===== config.mk =====
export PLATFORM = sky130hd
export DESIGN_NAME = serializador
export DESIGN_NICKNAME = d
export VERILOG_FILES = /design/src/rtl/serializador.sv
export SDC_FILE = /design/constraint.sdc
export NUM_CORES = 1
export LEC_CHECK = 0
export CAP_MARGIN = 20
export CORE_UTILIZATION = 35
export DETAILED_ROUTE_END_ITERATION = 10
export DONT_BUFFER_PORTS = 1
export SETUP_SLACK_MARGIN = 0.15
export SLEW_MARGIN = 20
export SYNTH_ARGS = -nofsm -noshare
export SYNTH_HDL_FRONTEND = slang
export SYNTH_SLANG_ARGS = --single-unit

===== constraint.sdc =====
create_clock -name clk -period 2.1 [get_ports clk]
set_input_delay 0.42 -clock clk [delete_from_list [all_inputs] [get_ports clk]]
set_output_delay 0.42 -clock clk [all_outputs]
set_load 0.02 [all_outputs]

===== src/rtl/serializador.sv =====
// -----------------------------------------------------------------------------
// serializador
//
// Parallel-to-serial transmitter. A word accepted on load is sent as a frame
// on tx: one low start bit, PARAM_BITS data bits LSB first, and one high stop
// bit. Each bit is held for CLKS_PER_BIT clock cycles. The line idles high.
//
// Parameters
//   PARAM_BITS    data word width in bits (>= 1)
//   CLKS_PER_BIT  clock cycles per serial bit period (>= 1)
//
// Ports
//   clk      system clock; all state changes on the rising edge
//   rst_n    asynchronous active-low reset; aborts any frame in progress
//   data_in  parallel word, captured on the accepting edge
//   load     send request; only looked at while ready is high
//   ready    high when a new word can be accepted (idle state only)
//   busy     high while a frame is being driven on tx
//   tx       registered serial output, high when idle
//   done     single-cycle pulse in the first idle cycle after a frame
// -----------------------------------------------------------------------------
module serializador #(
    parameter int PARAM_BITS   = 9,
    parameter int CLKS_PER_BIT = 4
) (
    input  logic                  clk,
    input  logic                  rst_n,
    input  logic [PARAM_BITS-1:0] data_in,
    input  logic                  load,
    output logic                  ready,
    output logic                  busy,
    output logic                  tx,
    output logic                  done
);

    // Counter widths: ceil(log2(n)) with a floor of one bit so the degenerate
    // single-bit / single-cycle configurations still have a legal register.
    localparam int BIT_W = (PARAM_BITS > 1) ? $clog2(PARAM_BITS) : 1;
    localparam int CYC_W = (CLKS_PER_BIT > 1) ? $clog2(CLKS_PER_BIT) : 1;

    localparam logic [CYC_W-1:0] CYC_LAST = CYC_W'(CLKS_PER_BIT - 1);
    localparam logic [BIT_W-1:0] BIT_LAST = BIT_W'(PARAM_BITS - 1);

    typedef enum logic [1:0] {
        IDLE  = 2'd0,
        START = 2'd1,
        DATA  = 2'd2,
        STOP  = 2'd3
    } state_t;

    state_t                  state_r;
    logic [CYC_W-1:0]        cyc_cnt_r;
    logic [BIT_W-1:0]        bit_cnt_r;
    logic [PARAM_BITS-1:0]   shift_r;

    logic                    period_end_s;
    logic [BIT_W-1:0]        bit_next_s;

    // Return bit idx of word. An index beyond the top of the word reads as 0;
    // that only happens on the last data bit, where the value is not used.
    function automatic logic select_bit(input logic [PARAM_BITS-1:0] word,
                                        input logic [BIT_W-1:0]      idx);
        logic b;
        b = 1'b0;
        for (int i = 0; i < PARAM_BITS; i++) begin
            if (idx == BIT_W'(i)) begin
                b = word[i];
            end
        end
        return b;
    endfunction

    // Last cycle of the current bit period: the cycle counter wraps here.
    assign period_end_s = (cyc_cnt_r == CYC_LAST);

    // Index of the data bit that follows the one currently on the line.
    assign bit_next_s = bit_cnt_r + BIT_W'(1);

    // Frame sequencer: state, counters, captured word and every output.
    // tx is loaded one edge ahead of each period so that it is already
    // settled for the whole period it belongs to.
    always_ff @(posedge clk or negedge rst_n) begin
        if (!rst_n) begin
            state_r   <= IDLE;
            cyc_cnt_r <= {CYC_W{1'b0}};
            bit_cnt_r <= {BIT_W{1'b0}};
            shift_r   <= {PARAM_BITS{1'b0}};
            tx        <= 1'b1;
            ready     <= 1'b1;
            busy      <= 1'b0;
            done      <= 1'b0;
        end else begin
            // done is high only in the cycle right after the STOP period.
            done <= 1'b0;
            case (state_r)
                IDLE: begin
                    cyc_cnt_r <= {CYC_W{1'b0}};
                    bit_cnt_r <= {BIT_W{1'b0}};
                    if (load) begin
                        // Word is frozen here; later data_in changes are ignored.
                        shift_r <= data_in;
                        state_r <= START;
                        tx      <= 1'b0;
                        ready   <= 1'b0;
                        busy    <= 1'b1;
                    end else begin
                        shift_r <= shift_r;
                        state_r <= IDLE;
                        tx      <= 1'b1;
                        ready   <= 1'b1;
                        busy    <= 1'b0;
                    end
                end

                START: begin
                    if (period_end_s) begin
                        cyc_cnt_r <= {CYC_W{1'b0}};
                        bit_cnt_r <= {BIT_W{1'b0}};
                        state_r   <= DATA;
                        tx        <= select_bit(shift_r, {BIT_W{1'b0}});
                    end else begin
                        cyc_cnt_r <= cyc_cnt_r + CYC_W'(1);
                    end
                end

                DATA: begin
                    if (period_end_s) begin
                        cyc_cnt_r <= {CYC_W{1'b0}};
                        if (bit_cnt_r == BIT_LAST) begin
                            state_r <= STOP;
                            tx      <= 1'b1;
                        end else begin
                            bit_cnt_r <= bit_next_s;
                            tx        <= select_bit(shift_r, bit_next_s);
                        end
                    end else begin
                        cyc_cnt_r <= cyc_cnt_r + CYC_W'(1);
                    end
                end

                STOP: begin
                    if (period_end_s) begin
                        // Back to IDLE with ready already high, so a load in
                        // the done cycle starts the next frame immediately.
                        cyc_cnt_r <= {CYC_W{1'b0}};
                        bit_cnt_r <= {BIT_W{1'b0}};
                        state_r   <= IDLE;
                        tx        <= 1'b1;
                        ready     <= 1'b1;
                        busy      <= 1'b0;
                        done      <= 1'b1;
                    end else begin
                        cyc_cnt_r <= cyc_cnt_r + CYC_W'(1);
                    end
                end

                default: begin
                    // Unreachable encoding: recover to a clean idle line.
                    state_r   <= IDLE;
                    cyc_cnt_r <= {CYC_W{1'b0}};
                    bit_cnt_r <= {BIT_W{1'b0}};
                    shift_r   <= {PARAM_BITS{1'b0}};
                    tx        <= 1'b1;
                    ready     <= 1'b1;
                    busy      <= 1'b0;
                end
            endcase
        end
    end

endmodule


==> run_results.csv, run 1 <==
group,metric,value,unit
detailed_routing,first_pass_iters,4,
status,status,"complete, no violations",
synthesis,yosys.area_share.simple,12.0,%
sta,slew_headroom,34.9,%
finish,area_delta_synth_final,6.96,%
detailed_routing,finalWirelength,2050,um
detailed_routing,detail_route.vias_per_cell,5.13,
sta,fin_crit_sh,82.1,%
synthesis,synth_edf_count,0,
floorplanning,chipWidth,59.3,um
power,power_frac_clock,12.3,%
detailed_routing,first_iter_violations,15,
synthesis,synth_common_cells,"dfrtp_1 (19), nand2_1 (12), ha_1 (10)",
floorplanning,start_util,37.4,%
global_routing,grt_max_degree,22,
critical_path,critPathMaxFanout,8,
hold_path,min-delay-start,"data_in[3]",
critical_path,crit_start,"bit_cnt_r[0]$_DFFE_PN0P_",
power,ir_drop,424,uV
job,maxCapViolCount,0,
clock_tree,clk_pin_slew,0.12,ns
critical_path,crit_required,2.34,ns
clock_tree,cts_tree,"built",
power,power.leakage,0.000545,uW
power,net-switching-power,621,uW
sta,finClkSkew,0.00676,ns
detailed_routing,vias,785,
synthesis,synth_xor_area_share,2.83,%
critical_path,r2r_start,"bit_cnt_r[0]$_DFFE_PN0P_",
sta,tns,0,ns
clock_tree,worstSkewPairLatency,0.30,ns
finish,nets,132,
global_routing,groute.usage.overall,14.4,%
detailed_routing,ant_nets,0,
synthesis,syn_area,1150,um^2
floorplanning,die-height,59.3,um
synthesis,seq_area_frac_synth,45.9,%
clock_tree,cts_inserted_buffers,3,
synthesis,synth_adder_area_share,10.9,%
global_routing,antenna_found_initial,0,
critical_path,critPathLaunchType,"flip-flop",
sta,max_freq,0.580,GHz
critical_path,cp-end-kind,"flip-flop",
clock_tree,cts-root-buf,"clkbuf_4",
sta,period_needed,1.72,ns
synthesis,yosysTopAreaCell,"dfrtp_1",
floorplanning,rows,20,
placed_design,portBuffers,0,
placed_design,dp_hpwl,1530,um
power,p_sw_share,39.1,%
synthesis,synth.avg_cell_area,10.6,um^2
sta,finalMaxSlewViolations,0,
finish,diodes,0,
synthesis,synth_top_family_by_area,"compound AO/OA/AOI/OAI gates",
finish,layout.cells.non_filler,153,
power,power_density,1290,nW/um^2
power,p_seq_share,46.2,%
synthesis,syn_inst,108,
sta,worst_pin_slew,0.974,ns
sta,setup_viol,0,
clock_tree,clock_sinks,21,
global_routing,grt-ovfl-total,0,
global_routing,first_global_vias,856,
finish,fin_area,1230,um^2
floorplanning,die_area,3520,um^2
synthesis,ys_seq_elements,21,
synthesis,synth_nets,130,
synthesis,synthArstFlopShare,100,%
placed_design,place_area,1190,um^2
synthesis,synth_compound_gate_area_share,13.2,%
floorplanning,core,3080,um^2
synthesis,synth_top_cell_area_share,41.3,%
power,power.internal,968,uW
floorplanning,ios,16,
synthesis,yosys_warnings,0,
finish,drive_above_1_share,11.9,%
sta,hold_viol_final,0,
synthesis,synth.area.mux_share,11.4,%
finish,fill_cells,313,
detailed_routing,wire_per_inst,13.4,um
critical_path,path_class,"flip-flop to flip-flop",
synthesis,synth_cell_types,31,
placed_design,dp.cells,148,
clock_tree,clock_path_buffers,2,
critical_path,worstPathArrival,1.96,ns
power,p_comb_share,41.5,%
placed_design,gp_congestion,0.772,
synthesis,yosys.cell_count.top_type,"dfrtp_1",
sta,rsz0062_at_grt,"false",
global_routing,grt_pass1_wl,3790,um
detailed_routing,remaining_drc_errors,0,
synthesis,synth_ff_type,"dfrtp_1",
hold_path,hp-class,"primary input to flip-flop",
clock_tree,cts_setup_buffers,0,
clock_tree,htreeDepth,1,
synthesis,ys_top_cells_by_area,"dfrtp_1 (41%), ha_1 (11%), mux2_1 (5.9%)",
## power by group through the flow
stage	combinational [uW]	clock [uW]	sequential, uW
detailed placement	655	0	748
finish	660	195	734
floorplan	529	0	709
CTS	668	209	738
global route	772	224	761
global placement	631	0	739
## placed cells by master (no fill, tap or decap)
cell and instances:
nand3_1 2, a21oi_1 6, a22oi_1 1, o22a_1 1, dlygate4sd3_1 1, mux2_1 6
nand3b_1 3, o21ai_1 4, nand2_2 1, nor3_1 4, inv_1 6, nand2_1 11
a22o_1 3, dfstp_2 2, buf_4 1, mux2i_1 3, a32oi_1 1, nand4_1 1
clkbuf_4 3, xor2_2 1, o21ai_0 2, o21a_1 1, nor2b_1 1, a211oi_2 1
and2_1 1, ha_1 10, a31oi_1 2, a211oi_1 1, or2_1 1, dfrtp_1 19
nor2_1 4, xnor2_2 1, clkbuf_1 1, mux2_2 3
## through the flow
stage | hold slack, ns | total power [uW] | utilization, % | setup slack (ns)
6_report | 0.241 | 1590 | 40.0 | 0.376
5_1_grt | 0.223 | 1760 | 40.0 | 0.190
4_1_cts | 0.227 | 1620 | 39.9 | 0.302
3_5_place_dp | 0.125 | 1400 | 38.7 | 0.331
3_3_place_gp | 0.125 | 1370 | 38.7 | 0.399
2_1_floorplan | 0.124 | 1240 | - | 0.538
## worst paths after layout
check | to | cells past startpoint | slack (ns)
max | tx$_DFFE_PN1P_ | 6 | 0.38
min | shift_r[3]$_DFFE_PN0P_ | 1 | 0.24
max reg2reg | tx$_DFFE_PN1P_ | 6 | 0.38
min reg2reg | cyc_cnt_r[0]$_DFF_PN0_ | 1 | 0.44
max in group asynchronous | bit_cnt_r[1]$_DFFE_PN0P_ | 1 | 0.80
min in group asynchronous | busy$_DFFE_PN0P_ | 1 | 0.70
## flip-flops by register name, summed over array words and instances, names as in the netlist
register,flops
state_r,2
shift_r,9
done,1
bit_cnt_r,4
tx,1
ready,1
busy,1
cyc_cnt_r,2
## layer usage
| layer | share of wire, % | GRT usage [%] | up-vias | wire, um |
|---|---|---|---|---|
| li1 | - | - | 378 | - |
| met5 | 0 | 0 | - | 0 |
| met2 | 48 | 24.9 | 17 | 991 |
| met3 | 4.8 | 4.15 | 4 | 99 |
| met4 | 1.0 | 3.06 | 0 | 21 |
| met1 | 46 | 17.7 | 386 | 941 |
## critical path, cell delays in order (launching register included)
cell and delay (ns):
dfrtp_1 0.48, ha_1 0.26, xor2_2 0.33, mux2i_1 0.15, a211oi_2 0.22, o21ai_1 0.09
a31oi_1 0.14
## cells by family (layout without fill, tap and decap cells)
| kind of cell | Yosys count | in the layout |
|---|---|---|
| buffers and inverters | 11 | 12 |
| AND/OR/NAND/NOR | 29 | 29 |
| AO/OA/AOI/OAI | 23 | 23 |
| XOR/XNOR | 2 | 2 |
| adder cells (fa/ha/maj) | 10 | 10 |
| multiplexers | 12 | 12 |
| flip-flops | 21 | 21 |
## final cells by class
cell class | instances | area [um^2] | area share, %
sequential | 21 | 528 | 42.9
multi-input combinational | 76 | 581 | 47.2
tap | 44 | 55.1 | 4.48
inverter | 6 | 22.5 | 1.83
clock buffer | 4 | 26.3 | 2.14
timing repair buffer | 2 | 17.5 | 1.42
## timing repair
action | 4_1_cts | 5_1_grt
hold buffers | 1 | 0
hold endpoints to repair | 21 | 0
resized for setup | 0 | 1
setup endpoints to repair | 0 | 1
No activity file was read; power rests on OpenSTA's default activity.
==> run 2: changes to the inputs <==
==> constraint.sdc (replaced) <==
create_clock -name clk -period 1.5 [get_ports clk]
set_input_delay 0.3 -clock clk [delete_from_list [all_inputs] [get_ports clk]]
set_output_delay 0.3 -clock clk [all_outputs]
set_load 0.02 [all_outputs]
==> run 2 against run 1 <==
Compared with the run above: the run now ends with setup timing left; sequential cell count did not move; cell count rose by 7.2%; core utilization rose by 7.7 points; clock power rose by 44%; fmax rose by 12%; critical path type unchanged; largest cell class unchanged.
==> run_results.csv, run 2 (synthesis results as in run 1) <==
group,metric,value,unit
status,status,"finished, violations left",
status,violations,"setup timing",
floorplanning,ios,16,
placed_design,dp_hpwl,1650,um
global_routing,grt-ovfl-total,0,
clock_tree,cts_tree,"built",
global_routing,grt_max_degree,22,
placed_design,portBuffers,0,
critical_path,crit_required,1.74,ns
sta,finClkSkew,0.00242,ns
floorplanning,start_util,37.4,%
finish,biggestRegsByFlops,"shift_r x9, bit_cnt_r x4",
clock_tree,clk_pin_slew,0.12,ns
power,power_frac_clock,10.5,%
detailed_routing,finalWirelength,2390,um
finish,layout_common_cells,"dfrtp_1 (16), buf_4 (11), nand2_1 (10)",
sta,slew_headroom,36.1,%
critical_path,rrSetupSlack,-0.04,ns
global_routing,grt_pass1_wl,3950,um
floorplanning,die-height,59.3,um
critical_path,cpMaxStageDelayCell,"dfrtp_2",
hold_path,hp-class,"primary input to flip-flop",
sta,hold_ws,0.113,ns
placed_design,gp_congestion,0.774,
critical_path,r2r_cells,7,
sta,hold_viol_final,0,
hold_path,hold_path_depth,1,
finish,final_common_cell,"dfrtp_1",
critical_path,rr_endpoint,"tx$_DFFE_PN1P_",
power,finalPower,2670,uW
detailed_routing,wire_per_inst,14.6,um
floorplanning,die_area,3520,um^2
hold_path,min-delay-start,"data_in[1]",
detailed_routing,first_pass_iters,6,
sta,period_needed,1.54,ns
sta,setup_viol,3,
finish,largest_register_ffs,9,
clock_tree,cts_inserted_buffers,3,
power,p_seq_share,39.3,%
critical_path,worstPathArrival,1.78,ns
critical_path,cp-end-kind,"flip-flop",
sta,fin_crit_sh,103,%
power,power.leakage,0.000651,uW
sta,finalMaxSlewViolations,0,
detailed_routing,vias,818,
global_routing,groute.usage.overall,15.3,%
floorplanning,rows,20,
detailed_routing,first_iter_violations,15,
finish,utilization,47.7,%
critical_path,critPathLaunchType,"flip-flop",
finish,nets,143,
detailed_routing,ant_nets,0,
finish,area_delta_synth_final,27.6,%
sta,fin_ws,-0.0395,ns
global_routing,first_global_vias,854,
critical_path,critPathMaxFanout,6,
floorplanning,core,3080,um^2
finish,diodes,0,
finish,drive_above_1_share,39.2,%
floorplanning,chipWidth,59.3,um
power,net-switching-power,1060,uW
hold_path,min_to,"shift_r[1]$_DFFE_PN0P_",
clock_tree,cts-root-buf,"clkbuf_4",
clock_tree,clock_sinks,21,
power,ir_drop,468,uV
power,power.internal,1610,uW
sta,tns,-0.0721,ns
placed_design,place_ws,-0.0539,ns
clock_tree,htreeDepth,1,
sta,max_freq,0.650,GHz
clock_tree,worstSkewPairLatency,0.31,ns
power,p_comb_share,50.2,%
critical_path,path_cells,"ha_4 > xor2_4 > buf_4 > a21oi_1 > a32oi_1 > o21ai_1 > a31oi_1",
detailed_routing,remaining_drc_errors,0,
critical_path,path_class,"flip-flop to flip-flop",
detailed_routing,detail_route.vias_per_cell,4.99,
clock_tree,clock_path_buffers,2,
power,p_sw_share,39.5,%
sta,rsz0062_at_grt,"true",
critical_path,r2r_start,"bit_cnt_r[0]$_DFFE_PN0P_",
power,power_density,1820,nW/um^2
global_routing,antenna_found_initial,0,
job,maxCapViolCount,0,
sta,worst_pin_slew,0.959,ns
critical_path,critPathMaxStageDelay,0.47,ns
finish,regMostFlops,"shift_r",
[run 2: changes by cell type in the layout (fill, tap and decap cells not counted), sizes merged]
cell / before / now
dlymetal6s4s: 0 / 1
buf: 1 / 11
clkbuf: 4 / 3
clkinv: 0 / 1
dlygate4sd3: 1 / 0
nor2: 4 / 5
[run 2: how the worst max path moves through the flow]
stage / start / end / depth (start not counted)
after floorplan: bit_cnt_r[1]$_DFFE_PN0P_ / bit_cnt_r[1]$_DFFE_PN0P_ / 8
after global placement: bit_cnt_r[1]$_DFFE_PN0P_ / bit_cnt_r[1]$_DFFE_PN0P_ / 7
after detailed placement: bit_cnt_r[0]$_DFFE_PN0P_ / tx$_DFFE_PN1P_ / 6
after CTS: bit_cnt_r[1]$_DFFE_PN0P_ / tx$_DFFE_PN1P_ / 6
after global routing: bit_cnt_r[0]$_DFFE_PN0P_ / tx$_DFFE_PN1P_ / 7
final: bit_cnt_r[0]$_DFFE_PN0P_ / tx$_DFFE_PN1P_ / 7
[run 2: worst max-delay path, delay by kind of cell, from the launching register on]
family,cells,cell delay (ns)
xor+xnor,1,0.22
fa+ha+maj,1,0.19
flops,1,0.47
compound gates,4,0.44
buf+inv,1,0.15
[run 2: what timing repair did]
| item | in CTS | in global routing |
|---|---|---|
| setup endpoints to repair | 15 | 8 |
| buffers inserted | 1 | 2 |
| pin swaps | 1 | 4 |
| hold buffers | 1 | 0 |
| cloned | 1 | 0 |
| hold endpoints to repair | 21 | 0 |
| gates resized for setup | 8 | 6 |
[run 2: cell type report]
type / instances / area, um^2
flip-flops and latches: 21 / 532
clock buffers: 3 / 22.5
repair buffers: 12 / 95.1
fillers: 278 / 1610
well taps: 44 / 55.1
multi-input cells: 77 / 736
inverters: 6 / 22.5
clock inverters: 1 / 5.00
[run 2: through the flow]
stage	std cells	cell area [um^2]
final	164	1470
after global routing	164	1470
after CTS	162	1420
after detailed placement	155	1330
after global placement	155	1330
after floorplan	108	1250
[run 2: layer usage]
metal  track usage [%]  routed length [um]  vias to the layer above
li1                  -                   -                      406
met1              19.4                1070                      389
met2              24.2                1190                       19
met3              3.71                  96                        4
met4              7.14                  42                        0
met5                 0                   0                        -
[run 2: power groups by stage]
stage | Clock, uW | Sequential [uW] | Combinational, uW
3_5_place_dp | 0 | 1050 | 1150
3_3_place_gp | 0 | 1050 | 1120
2_1_floorplan | 0 | 1000 | 967
4_1_cts | 291 | 1050 | 1330
5_1_grt | 325 | 1080 | 1490
6_report | 281 | 1050 | 1340
